### src/rtl/mem_stage_pkg.sv
// Shared constants for the MEM pipeline stage: funct3 access encodings,
// FSM state constants and byte-enable patterns.
package mem_stage_pkg;

   // FSM state encoding.
   localparam int unsigned STATE_W = 2;
   localparam logic [STATE_W-1:0] ST_IDLE = 2'd0;
   localparam logic [STATE_W-1:0] ST_REQ  = 2'd1;
   localparam logic [STATE_W-1:0] ST_RESP = 2'd2;

   // funct3 access size / sign encodings.
   localparam logic [2:0] F3_LB  = 3'b000;
   localparam logic [2:0] F3_LH  = 3'b001;
   localparam logic [2:0] F3_LW  = 3'b010;
   localparam logic [2:0] F3_LBU = 3'b100;
   localparam logic [2:0] F3_LHU = 3'b101;

   // Byte-enable patterns.
   localparam logic [3:0] BE_NONE    = 4'b0000;
   localparam logic [3:0] BE_BYTE0   = 4'b0001;
   localparam logic [3:0] BE_HALF_LO = 4'b0011;
   localparam logic [3:0] BE_HALF_HI = 4'b1100;
   localparam logic [3:0] BE_WORD    = 4'b1111;

   // Byte enables for an access of size funct3[1:0] at byte offset addr.
   function automatic logic [3:0] byte_enable(input logic [2:0] funct3,
                                              input logic [1:0] addr);
      logic [3:0] be;
      case (funct3[1:0])
         2'b00:   be = BE_BYTE0 << addr;
         2'b01:   be = addr[1] ? BE_HALF_HI : BE_HALF_LO;
         2'b10:   be = BE_WORD;
         default: be = BE_NONE;
      endcase
      return be;
   endfunction

endpackage

### src/rtl/mem_load_align.sv
// Load data alignment: selects the addressed byte/half/word lane from the
// memory read word and sign- or zero-extends it to 32 bits.
module mem_load_align
   import mem_stage_pkg::*;
(
   input  logic [31:0] rdata,
   input  logic [1:0]  addr,
   input  logic [2:0]  funct3,
   output logic [31:0] result
);

   logic [7:0]  byte_lane;
   logic [15:0] half_lane;

   // Lane selection followed by extension according to funct3.
   always_comb begin
      byte_lane = '0;
      half_lane = '0;
      result    = '0;
      case (addr)
         2'd0:    byte_lane = rdata[7:0];
         2'd1:    byte_lane = rdata[15:8];
         2'd2:    byte_lane = rdata[23:16];
         default: byte_lane = rdata[31:24];
      endcase
      half_lane = addr[1] ? rdata[31:16] : rdata[15:0];
      case (funct3)
         F3_LB:   result = {{24{byte_lane[7]}}, byte_lane};
         F3_LBU:  result = {24'd0, byte_lane};
         F3_LH:   result = {{16{half_lane[15]}}, half_lane};
         F3_LHU:  result = {16'd0, half_lane};
         F3_LW:   result = rdata;
         default: result = '0;
      endcase
   end

endmodule

### src/rtl/mem_access_stage.sv
// RISC-V MEM pipeline stage: issues loads/stores on a req/ready data bus,
// generates byte enables and lane-replicated store data, aligns load data,
// flags misaligned/illegal accesses and stalls the pipeline until done.
// Optional feature: define MEM_TIMEOUT_EN to abort a REQ that sees no
// dmem_ready within TIMEOUT_CYCLES cycles.
module mem_access_stage
   import mem_stage_pkg::*;
#(
   parameter int unsigned TIMEOUT_CYCLES = 255,
   parameter logic [31:0] RESET_DATA     = 32'h0000_0000
)
(
   input  logic        clk,
   input  logic        reset,
   input  logic        valid_i,
   input  logic [31:0] alu_result_i,
   input  logic [31:0] store_data_i,
   input  logic [4:0]  rd_i,
   input  logic [2:0]  funct3_i,
   input  logic        mem_read_i,
   input  logic        mem_write_i,
   input  logic        mem_to_reg_i,
   input  logic        reg_write_i,
   output logic        dmem_req,
   output logic        dmem_we,
   output logic [31:0] dmem_addr,
   output logic [31:0] dmem_wdata,
   output logic [3:0]  dmem_be,
   input  logic        dmem_ready,
   input  logic [31:0] dmem_rdata,
   output logic [31:0] read_data_o,
   output logic [31:0] alu_result_o,
   output logic [4:0]  rd_o,
   output logic        mem_read_o,
   output logic        mem_to_reg_o,
   output logic        reg_write_o,
   output logic        stall_o,
   output logic        access_err_o
);

   logic [STATE_W-1:0] state_q, state_d;
   logic [31:0]        cap_q;
   logic               err_q;
   logic               err_set;
   logic               mem_op;
   logic               f3_illegal;
   logic               misaligned;
   logic               access_bad;
   logic [3:0]         be_calc;
   logic [31:0]        load_aligned;
   logic               timeout_hit;

   assign mem_op     = valid_i & (mem_read_i | mem_write_i);
   // 011, 11x are never legal; unsigned variants only exist for loads.
   assign f3_illegal = (funct3_i == 3'b011) | (funct3_i[2:1] == 2'b11)
                     | (mem_write_i & funct3_i[2]);
   assign be_calc    = byte_enable(funct3_i, alu_result_i[1:0]);
   assign access_bad = f3_illegal | misaligned;

   // Misalignment check for half and word accesses.
   always_comb begin
      misaligned = 1'b0;
      case (funct3_i[1:0])
         2'b01:   misaligned = alu_result_i[0];
         2'b10:   misaligned = (alu_result_i[1:0] != 2'b00);
         default: misaligned = 1'b0;
      endcase
   end

   // Store data replicated across all lanes of the access size.
   always_comb begin
      dmem_wdata = store_data_i;
      case (funct3_i[1:0])
         2'b00:   dmem_wdata = {4{store_data_i[7:0]}};
         2'b01:   dmem_wdata = {2{store_data_i[15:0]}};
         default: dmem_wdata = store_data_i;
      endcase
   end

   mem_load_align u_load_align (
      .rdata  (dmem_rdata),
      .addr   (alu_result_i[1:0]),
      .funct3 (funct3_i),
      .result (load_aligned)
   );

`ifdef MEM_TIMEOUT_EN
   localparam int unsigned CNT_RAW = $clog2(TIMEOUT_CYCLES + 1);
   localparam int unsigned CNT_W   = (CNT_RAW < 8) ? 8 : ((CNT_RAW > 16) ? 16 : CNT_RAW);

   logic [CNT_W-1:0] tmo_cnt_q;

   // Abort on the REQ cycle that would be the TIMEOUT_CYCLES-th without ready.
   assign timeout_hit = (state_q == ST_REQ) & ~dmem_ready
                      & (({{(32-CNT_W){1'b0}}, tmo_cnt_q} + 32'd1) >= TIMEOUT_CYCLES);

   // REQ cycle counter; cleared whenever the FSM is not staying in REQ.
   always_ff @(posedge clk) begin
      if (!reset) begin
         tmo_cnt_q <= '0;
      end else if ((state_q == ST_REQ) && (state_d == ST_REQ)) begin
         tmo_cnt_q <= tmo_cnt_q + 1'b1;
      end else begin
         tmo_cnt_q <= '0;
      end
   end
`else
   assign timeout_hit = 1'b0;
`endif

   // Next-state and error decision.
   always_comb begin
      state_d = state_q;
      err_set = 1'b0;
      case (state_q)
         ST_IDLE: begin
            if (mem_op) begin
               state_d = ST_RESP;
               err_set = access_bad;
               if (!access_bad) state_d = ST_REQ;
            end
         end
         ST_REQ: begin
            if (dmem_ready) begin
               state_d = ST_RESP;
            end else if (timeout_hit) begin
               state_d = ST_RESP;
               err_set = 1'b1;
            end
         end
         ST_RESP: state_d = ST_IDLE;
         default: state_d = ST_IDLE;
      endcase
   end

   // State, bus strobes, error flag and load capture registers.
   always_ff @(posedge clk) begin
      if (!reset) begin
         state_q  <= ST_IDLE;
         cap_q    <= RESET_DATA;
         err_q    <= 1'b0;
         dmem_req <= 1'b0;
         dmem_we  <= 1'b0;
         dmem_be  <= BE_NONE;
      end else begin
         state_q <= state_d;
         err_q   <= err_set;
         if ((state_q == ST_IDLE) && (state_d == ST_REQ)) begin
            dmem_req <= 1'b1;
            dmem_we  <= mem_write_i;
            dmem_be  <= be_calc;
         end else if ((state_q == ST_REQ) && (state_d != ST_REQ)) begin
            dmem_req <= 1'b0;
            dmem_we  <= 1'b0;
            dmem_be  <= BE_NONE;
         end
         if ((state_q == ST_REQ) && dmem_ready) begin
            cap_q <= mem_write_i ? 32'd0 : load_aligned;
         end
      end
   end

   assign dmem_addr    = {alu_result_i[31:2], 2'b00};
   assign stall_o      = ((state_q == ST_IDLE) & mem_op) | (state_q == ST_REQ);
   assign read_data_o  = ((state_q == ST_RESP) & ~err_q) ? cap_q : 32'd0;
   assign access_err_o = err_q;
   assign reg_write_o  = reg_write_i & ~err_q;
   assign alu_result_o = alu_result_i;
   assign rd_o         = rd_i;
   assign mem_read_o   = mem_read_i;
   assign mem_to_reg_o = mem_to_reg_i;

endmodule

### config.mk
export PLATFORM = sky130hd
export DESIGN_NAME = mem_access_stage
export DESIGN_NICKNAME = d
export VERILOG_FILES = /design/src/rtl/mem_stage_pkg.sv /design/src/rtl/mem_load_align.sv /design/src/rtl/mem_access_stage.sv
export SDC_FILE = /design/constraint.sdc
export NUM_CORES = 1
export LEC_CHECK = 0
export ABC_AREA = 0
export CAP_MARGIN = 40
export CELL_PAD_IN_SITES_DETAIL_PLACEMENT = 0
export CELL_PAD_IN_SITES_GLOBAL_PLACEMENT = 1
export CORE_ASPECT_RATIO = 0.75
export CORE_MARGIN = 8
export CORE_UTILIZATION = 27
export DETAILED_ROUTE_END_ITERATION = 16
export PLACE_DENSITY = 0.94
export SYNTH_ARGS = -nofsm -noshare
export SYNTH_HDL_FRONTEND = slang
export SYNTH_HIERARCHICAL = 1
export SYNTH_SLANG_ARGS = --single-unit
### constraint.sdc
create_clock -name clk -period 3.9 [get_ports clk]
set_clock_uncertainty 0.15 [all_clocks]
set_input_delay 0.585 -clock clk [delete_from_list [all_inputs] [get_ports clk]]
set_output_delay 0.585 -clock clk [all_outputs]
set_load 0.05 [all_outputs]
==> run_results.csv, run 1 <==
group,metric,value,unit
status,status,"complete, no violations",
hold_path,min_path_cells,2,
clock_tree,cts.clk_slew.worst_paths,0.06,ns
die,fp.dieH,122,µm
grt,grt_max_degree,73,
grt,grt_pass1_wl,20.9,mm
logic_synthesis,seq_area_frac_synth,20.3,%
route,antenna_left,0,
logic_synthesis,synth_flop_cell,"dfxtp_1",
logic_synthesis,syn_avg_cell_area,7.99,µm²
timing,setup_slack,0.618,ns
timing,whs,0.331,ns
logic_synthesis,synth_compound_area_share,20.8,%
power,p_per_area,280,nW/µm²
flow_run,cap_violations,0,
route,drtIter0Drc,212,
placement,hpwl,10.2,mm
placement,globalplace.congestion,0.842,
clock_tree,cts_num_sinks,41,
die,core-area,14500,µm²
logic_synthesis,synthCells,506,
logic_synthesis,synth_cell_types,50,
logic_synthesis,synth_area,4050,µm²
timing,rsz0062_at_grt,"no",
logic_synthesis,synthMuxAreaShare,9.19,%
worst_setup_path,timing.rr.start,"state_q[1]",
grt,grt_usage,13.8,%
worst_setup_path,critical_path_class,"in -> out",
hold_path,min_from,"dmem_be[2]",
grt,grt_pass1_vias,3602,
logic_synthesis,synth-edff-count,0,
route,viasPerCell,4.85,
logic_synthesis,synth-xor-area-share,0,%
die,rows,38,
grt,busiest_layer,"met2",
timing,hold_viol_final,0,
worst_setup_path,arrival,2.55,ns
grt,grtUsageMet2,20.3,%
finish,area_growth,34.4,%
grt,met3_usage,5.87,%
route,drt_first_pass_iters,4,
logic_synthesis,async_flop_share,0,%
timing,final-setup-viol-count,0,
clock_tree,insertion_delay,0.29,ns
logic_synthesis,synthAdderAreaFrac,1.55,%
timing,max_slew_margin,48.1,%
die,start_util,27.8,%
finish,antenna_cells,0,
die,die_area,19200,µm²
hold_path,min_to,"dmem_be[2]",
placement,place_ws,0.603,ns
timing,min_period_over_period,84.1,%
route,wire_per_inst,17.7,µm
worst_setup_path,r2r_slack,2.13,ns
route,finalWirelength,13.4,mm
worst_setup_path,cp-start-kind,"input port",
hold_path,hp-class,"reg -> reg",
logic_synthesis,yosysWarningCount,6,
timing,period_minus_slack,3.28,ns
timing,fmax,305,MHz
worst_setup_path,crit_fanout,16,
finish,layout.cells.most_common,"clkdlybuf4s50_1",
clock_tree,cts_buffer_depth,2,
clock_tree,cts-resized-gates,0,
worst_setup_path,endpoint_kind,"output pin",
route,num_vias,3679,
grt,grt_overflow,0,
logic_synthesis,synthSimpleGateAreaFrac,27.7,%
worst_setup_path,reg2reg_to,"cap_q[23]",
clock_tree,cts_tree,"yes",
logic_synthesis,synth-seq-cells,41,
route,drc,0,
worst_setup_path,reg2reg_depth,5,
clock_tree,cts_buffers,5,
grt,antenna_found_initial,0,
placement,io_buffers,151,
finish,fin_nets,674,
logic_synthesis,synth_top_family_by_area,"simple AND/OR/NAND/NOR gates",
die,ios,256,
power,p_leak,2.05,nW
clock_tree,htreeDepth,2,
worst_setup_path,crit_required,3.16,ns
timing,fin_tns_setup,0,ns
clock_tree,postCtsSetupRepairBufs,0,
power,peakVddDrop,0.186,mV
timing,drv_slew,0,
finish,final_cell_mix,"clkdlybuf4s50_1, dfxtp_1, nor2b_1",
finish,drive_gt1_share,13.8,%
clock_tree,cts_root_buf,"clkbuf_16",
timing,worstMarginPinSlew,0.778,ns
grt,grt.met1_usage,18.7,%
clock_tree,cts_hold_buf,0,
die,die_w,157,µm
[layout make-up]
type	instances	area (µm²)
fill	1504	9110
multi-input combinational	341	2410
tap	200	250
timing repair buffer	163	1750
clock inverter	3	65.1
inverter	5	18.8
clock buffer	5	125
sequential	41	821
[critical path, cell delays in order]
cell and delay, ns:
clkdlybuf4s50_1 0.62, ha_1 0.52, nor2_1 0.10, buf_4 0.21, o21ai_0 0.33, buf_12 0.19
[cells by family after synthesis]
| logic type | after synthesis |
|---|---|
| AND/OR/NAND/NOR | 190 |
| buffers and inverters | 125 |
| AO/OA/AOI/OAI | 113 |
| flip-flops | 41 |
| multiplexers | 31 |
| adder cells (fa/ha/maj) | 5 |
| other | 1 |
[sequential cells by signal, summed over array words and instances, names as in the netlist]
name and count:
cap_q 32, dmem_be 4, state_q 2, access_err_o 1, dmem_req 1, dmem_we 1
[stage by stage]
stage	std cells	utilization, %	power [mW]	instance area [µm²]
finish	758	37.4	1.52	5440
global route	758	37.4	1.58	5440
CTS	758	37.4	1.54	5440
detailed placement	750	36.1	0.987	5250
global placement	749	35.9	0.984	5230
floorplan	507	-	0.938	4050
[how the worst max path moves through the flow]
stage | startpoint | to | slack [ns]
after global routing | funct3_i[0] | dmem_wdata[18] | 0.47
after CTS | funct3_i[0] | dmem_wdata[20] | 0.60
final | funct3_i[0] | dmem_wdata[20] | 0.62
after detailed placement | funct3_i[0] | dmem_wdata[20] | 0.60
after floorplan | funct3_i[1] | dmem_wdata[18] | 0.70
after global placement | funct3_i[0] | dmem_wdata[19] | 0.66
[metal layers]
metal | up-vias | part of all wire, %
met4 | 0 | 0.40
li1 | 1817 | -
met5 | - | 0
met3 | 10 | 11
met1 | 1681 | 47
met2 | 171 | 42
[Yosys cell counts (6+ instances only)]
master	count	area share, %
o211ai_1	8	1.5
nand2_1	33	3.1
nand3_1	24	3.0
o221ai_1	8	1.7
o211ai_2	11	3.4
o21ai_0	10	1.2
mux2i_1	18	4.5
buf_4	81	15
and2_1	32	4.9
a22o_1	8	1.7
buf_2	9	1.1
clkbuf_1	19	1.8
nor2b_1	36	5.6
a22oi_1	8	1.5
nor2_1	9	0.84
dfxtp_1	41	20
nor3b_1	35	6.5
a21oi_1	35	4.3
buf_1	6	0.56
mux2_2	9	2.5
[where the power goes]
part           switching [mW]  internal [mW]  leakage (nW)  total, mW
clock network           0.177          0.366        0.0938      0.543
logic                   0.305          0.245          1.63      0.550
registers             0.00432          0.425         0.331      0.429
total                   0.486           1.04          2.05       1.52
Power figures use the tool's default switching activity.
==> run 2, diff against run 1 <==
--- a/config.mk
+++ b/config.mk
@@ -11,9 +11,9 @@
 export CELL_PAD_IN_SITES_GLOBAL_PLACEMENT = 1
 export CORE_ASPECT_RATIO = 0.75
 export CORE_MARGIN = 8
-export CORE_UTILIZATION = 27
+export CORE_UTILIZATION = 26
 export DETAILED_ROUTE_END_ITERATION = 16
-export PLACE_DENSITY = 0.94
+export PLACE_DENSITY = 0.91
 export SYNTH_ARGS = -nofsm -noshare
 export SYNTH_HDL_FRONTEND = slang
 export SYNTH_HIERARCHICAL = 1
==> constraint.sdc (replaced) <==
create_clock -name clk -period 3.1 [get_ports clk]
set_clock_uncertainty 0.15 [all_clocks]
set_input_delay 0.465 -clock clk [delete_from_list [all_inputs] [get_ports clk]]
set_output_delay 0.465 -clock clk [all_outputs]
set_load 0.05 [all_outputs]
==> run 2 against run 1 <==
Effect of this change: final cell count increased by 1.7%; global-route usage decreased by 0.70 points; critical path depth increased by 1; flip-flop and latch count unchanged; critical endpoint is now dmem_wdata[14].
==> run_results.csv, run 2 (synthesized netlist as in run 1, its figures left out) <==
group,metric,value,unit
worst_setup_path,cpMaxStageDelayCell,"clkdlybuf4s50_1",
worst_setup_path,path_cells,"clkdlybuf4s50_1 > inv_1 > ha_1 > buf_4 > nand2b_1 > a22o_1 > buf_4",
die,rows,39,
finish,final_cell_mix,"clkdlybuf4s50_1, buf_4, dfxtp_1",
die,die_w,160,µm
timing,max_slew_margin,58.9,%
power,p_per_area,341,nW/µm²
worst_setup_path,r2r_slack,1.32,ns
placement,globalplace.congestion,0.865,
placement,hpwl,10.3,mm
worst_setup_path,cp-start-kind,"input port",
clock_tree,cts_buffer_depth,2,
status,status,"complete, no violations",
finish,drive_gt1_share,19.1,%
die,start_util,26.6,%
finish,largest_reg_flops,32,
hold_path,min_path_cells,2,
timing,period_minus_slack,2.90,ns
route,wire_per_inst,17.5,µm
route,drtIter0Drc,254,
power,finalPower,1.86,mW
worst_setup_path,crit_required,2.48,ns
power,pwr-share-seq,29.0,%
worst_setup_path,crit_fanout,20,
finish,antenna_cells,0,
timing,final-setup-viol-count,0,
timing,drv_slew,0,
worst_setup_path,timing.rr.start,"state_q[0]",
timing,worstMarginPinSlew,0.616,ns
route,num_vias,3696,
worst_setup_path,endpoint_kind,"output pin",
timing,whs,0.326,ns
clock_tree,cts_buffers,5,
die,core-area,15200,µm²
worst_setup_path,reg2reg_to,"cap_q[22]",
finish,top_register,"cap_q",
grt,grt_pass1_wl,20.8,mm
power,p_clk_share,33.1,%
grt,grt_usage,13.1,%
clock_tree,cts_tree,"yes",
grt,antenna_found_initial,0,
die,die_area,19800,µm²
worst_setup_path,arrival,2.28,ns
power,p_leak,2.14,nW
finish,finalNonFillerCells,771,
finish,top_regs,"cap_q x32, dmem_be x4, state_q x2",
clock_tree,cts_hold_buf,0,
finish,utilization,35.8,%
timing,fin_tns_setup,0,ns
power,peakVddDrop,0.172,mV
hold_path,hp-class,"reg -> reg",
power,comb_power_share,37.9,%
clock_tree,insertion_delay,0.28,ns
flow_run,cap_violations,0,
hold_path,min_to,"dmem_we",
clock_tree,htreeDepth,2,
placement,placed_cells,763,
finish,area_growth,34.9,%
route,drc,0,
placement,io_buffers,151,
timing,min_period_over_period,93.5,%
timing,hold_viol_final,0,
finish,layout.cells.most_common,"clkdlybuf4s50_1",
clock_tree,postCtsSetupRepairBufs,0,
worst_setup_path,reg2reg_depth,5,
clock_tree,cts_num_sinks,41,
clock_tree,cts_root_buf,"clkbuf_16",
clock_tree,cts.clk_slew.worst_paths,0.06,ns
route,viasPerCell,4.79,
route,drt_first_pass_iters,5,
route,finalWirelength,13.5,mm
grt,grt_overflow,0,
die,fp.dieH,124,µm
timing,fmax,345,MHz
worst_setup_path,critPathMaxStageDelay,0.59,ns
finish,fin_nets,682,
worst_setup_path,crit_path_frequent_cell,"buf_4",
worst_setup_path,critical_path_class,"in -> out",
grt,grt_pass1_vias,3598,
hold_path,min_from,"dmem_we",
power,p_sw_share,32.6,%
power,p_switching,0.608,mW
timing,rsz0062_at_grt,"no",
grt,grt_max_degree,69,
route,antenna_left,0,
power,p_int,1.26,mW
die,ios,256,
## run 2: cell count changes in the layout (fill, tap and decap cells not counted)
cell and delta:
buf_4 +29, clkdlybuf4s50_1 -23, buf_12 +2, bufinv_16 -1
clkbuf_1 +1, clkbuf_8 +1, clkinv_2 -1, nor2_1 -1
nor2_2 +1
## run 2: critical path, delay by kind of cell
kind	cells	cell delay [ns]
fa+ha+maj	1	0.24
compound gates	1	0.20
buf+inv	4	1.10
simple gates	1	0.28
## run 2: final cells by class
| type | count | area (µm²) |
|---|---|---|
| multi-input combinational | 341 | 2410 |
| inverter | 5 | 18.8 |
| clock buffer | 7 | 143 |
| sequential | 41 | 821 |
| clock inverter | 1 | 30.0 |
| tap | 205 | 256 |
| timing repair buffer | 171 | 1770 |
| fill | 1590 | 9770 |
## run 2: power groups by stage
stage / registers, mW / logic (mW) / clock network [mW]
3_5_place_dp: 0.552 / 0.707 / 0
5_1_grt: 0.541 / 0.749 / 0.653
2_1_floorplan: 0.564 / 0.615 / 0
6_report: 0.540 / 0.707 / 0.616
3_3_place_gp: 0.552 / 0.706 / 0
4_1_cts: 0.540 / 0.709 / 0.635
## run 2: stage by stage
| stage | setup WS [ns] | area [µm²] |
|---|---|---|
| floorplan | 0.136 | 4050 |
| global placement | 0.210 | 5280 |
| detailed placement | 0.109 | 5280 |
| CTS | 0.0969 | 5450 |
| global route | 0.0647 | 5460 |
| finish | 0.203 | 5460 |
## run 2: how the worst max path moves through the flow
stage                      startpoint        endpoint  depth (start not counted)
after floorplan           funct3_i[1]  dmem_wdata[18]                          5
after global placement    funct3_i[0]  dmem_wdata[19]                          8
after detailed placement  funct3_i[0]  dmem_wdata[20]                          8
after CTS                 funct3_i[0]  dmem_wdata[20]                          8
after global routing      funct3_i[0]  dmem_wdata[14]                          7
final                     funct3_i[0]  dmem_wdata[14]                          7
## run 2: repair_timing
item                                    CTS  global route
endpoints found under the hold margin     0             0
endpoints found under the setup margin    0             3
gates resized for setup                   0             1
## run 2: layer usage
layer / vias to the layer above / GRT usage (%) / part of all wire, %
li1: 1825 / - / -
met1: 1698 / 18.1 / 48
met2: 160 / 19.0 / 42
met3: 13 / 5.28 / 9.1
met4: 0 / 1.92 / 0.76
met5: - / 0 / 0
==> run 3, diff against run 2 <==
--- a/config.mk
+++ b/config.mk
@@ -9,7 +9,6 @@
 export CAP_MARGIN = 40
 export CELL_PAD_IN_SITES_DETAIL_PLACEMENT = 0
 export CELL_PAD_IN_SITES_GLOBAL_PLACEMENT = 1
-export CORE_ASPECT_RATIO = 0.75
 export CORE_MARGIN = 8
 export CORE_UTILIZATION = 26
 export DETAILED_ROUTE_END_ITERATION = 16
==> run 3 against run 2 <==
Effect of this change: count of clock-buffer cells in the layout did not move; combinational power about the same; highest routed layer is now met5; final cell count fell by 2.6%; utilization down 0.054 points; maximum frequency rose by 2.1%; via count increased by 1.8%; setup slack improved by 0.061 ns.
==> run_results.csv, run 3 (synthesized netlist as in run 1, its figures left out) <==
group,metric,value,unit
status,status,"complete, no violations",
finish,layout.cells.most_common,"clkdlybuf4s50_1",
clock_tree,cts-resized-gates,0,
finish,fillers,1561,
finish,drive_gt1_share,14.7,%
placement,hpwl,10.3,mm
finish,seqCellArea,821,µm²
clock_tree,cts_num_sinks,41,
clock_tree,cts_tree,"yes",
timing,period_minus_slack,2.84,ns
placement,placed_cells,744,
timing,worstMarginPinSlew,0.610,ns
grt,grt_pass1_vias,3590,
timing,hold_viol_final,0,
clock_tree,insertion_delay,0.29,ns
finish,final_cell_mix,"clkdlybuf4s50_1, dfxtp_1, nor2b_1",
finish,stdcell_area,5440,µm²
power,p_leak,2.07,nW
worst_setup_path,reg2reg_depth,4,
timing,final-setup-viol-count,0,
timing,rsz0062_at_grt,"no",
route,wl_met1,5.88,mm
worst_setup_path,crit_required,2.48,ns
finish,largest_reg_flops,32,
timing,fin_tns_setup,0,ns
clock_tree,cts_root_buf,"clkbuf_16",
die,fp.dieH,141,µm
worst_setup_path,arrival,2.22,ns
route,wire_per_inst,17.7,µm
die,start_util,26.6,%
clock_tree,cts.clk_slew.worst_paths,0.06,ns
worst_setup_path,critical_path_class,"in -> out",
timing,fmax,353,MHz
die,ios,256,
power,peakVddDrop,0.188,mV
clock_tree,cts_hold_buf,0,
finish,antenna_cells,0,
die,core-area,15200,µm²
finish,multi_input_area,2410,µm²
finish,top_register,"cap_q",
grt,grt_pass1_wl,20.2,mm
route,drtIter0Drc,194,
route,wl_met3,1.44,mm
placement,io_buffers,151,
hold_path,hp-class,"reg -> reg",
worst_setup_path,cp-startpoint,"funct3_i[0]",
finish,finalNonFillerCells,751,
route,drt_first_pass_iters,7,
finish,area_growth,34.5,%
route,drc,0,
route,viasPerCell,5.01,
placement,globalplace.congestion,0.849,
clock_tree,cts_buffer_depth,2,
timing,drv_slew,0,
die,rows,45,
die,die_area,19800,µm²
clock_tree,htreeDepth,2,
die,die_w,141,µm
hold_path,min_path_cells,2,
timing,max_slew_margin,59.3,%
finish,top_regs,"cap_q x32, dmem_be x4, state_q x2",
worst_setup_path,endpoint_kind,"output pin",
power,finalPower,1.76,mW
route,highest_layer,"met5",
finish,fin_nets,680,
hold_path,min_from,"dmem_be[0]",
grt,grt_max_degree,73,
route,antenna_left,0,
placement,placed_area,5300,µm²
timing,min_period_over_period,91.5,%
power,p_per_area,324,nW/µm²
grt,grt_overflow,0,
worst_setup_path,cp-start-kind,"input port",
route,wl_met2,5.84,mm
grt,grt_usage,12.8,%
clock_tree,postCtsSetupRepairBufs,0,
clock_tree,cts_buffers,5,
flow_run,cap_violations,0,
worst_setup_path,crit_fanout,9,
route,finalWirelength,13.3,mm
grt,antenna_found_initial,1,
route,num_vias,3762,
worst_setup_path,timing.rr.start,"state_q[0]",
-- run 3: changes by cell type in the layout (fill, tap and decap cells not counted) --
cell / change
nor2_1: +1
clkdlybuf4s50_1: +21
buf_4: -23
bufinv_16: -1
nor2_2: -1
-- run 3: worst paths after layout --
path | end | slack, ns
setup / recovery | dmem_wdata[20] | 0.26
hold / removal | dmem_be[0] | 0.33
setup reg to reg | dmem_we | 1.50
hold reg to reg | dmem_be[0] | 0.33
-- run 3: final cells by class --
type | instances | area share [%]
Clock buffer | 7 | 2.62
Inverter | 5 | 0.345
Multi-Input combinational cell | 341 | 44.3
Sequential cell | 41 | 15.1
Tap cell | 188 | 4.32
Timing Repair Buffer | 169 | 33.3
-- run 3: stage by stage --
step	setup slack (ns)	utilization [%]	hold WS [ns]
final	0.264	35.8	0.331
after global routing	0.0899	35.8	0.356
after CTS	0.250	35.8	0.332
after detailed placement	0.255	34.8	0.321
after global placement	0.296	34.8	0.306
after floorplan	0.136	-	0.320
-- run 3: power breakdown --
group | internal [mW] | total (mW) | switching (mW)
combinational | 0.317 | 0.705 | 0.388
clock | 0.316 | 0.515 | 0.199
sequential | 0.535 | 0.540 | 0.00534
total | 1.17 | 1.76 | 0.592
-- run 3: metal layers --
layer	global-route usage (%)	up-vias
li1	-	1821
met5	0	-
met3	5.40	24
met4	2.60	2
met1	16.9	1750
met2	18.9	165
-- run 3: critical path, stage by stage --
cell and delay (ns):
clkdlybuf4s50_1 0.52, inv_1 0.08, ha_1 0.21, nor2_1 0.31, buf_4 0.23, nand2_1 0.05
o21ai_0 0.15, buf_12 0.19
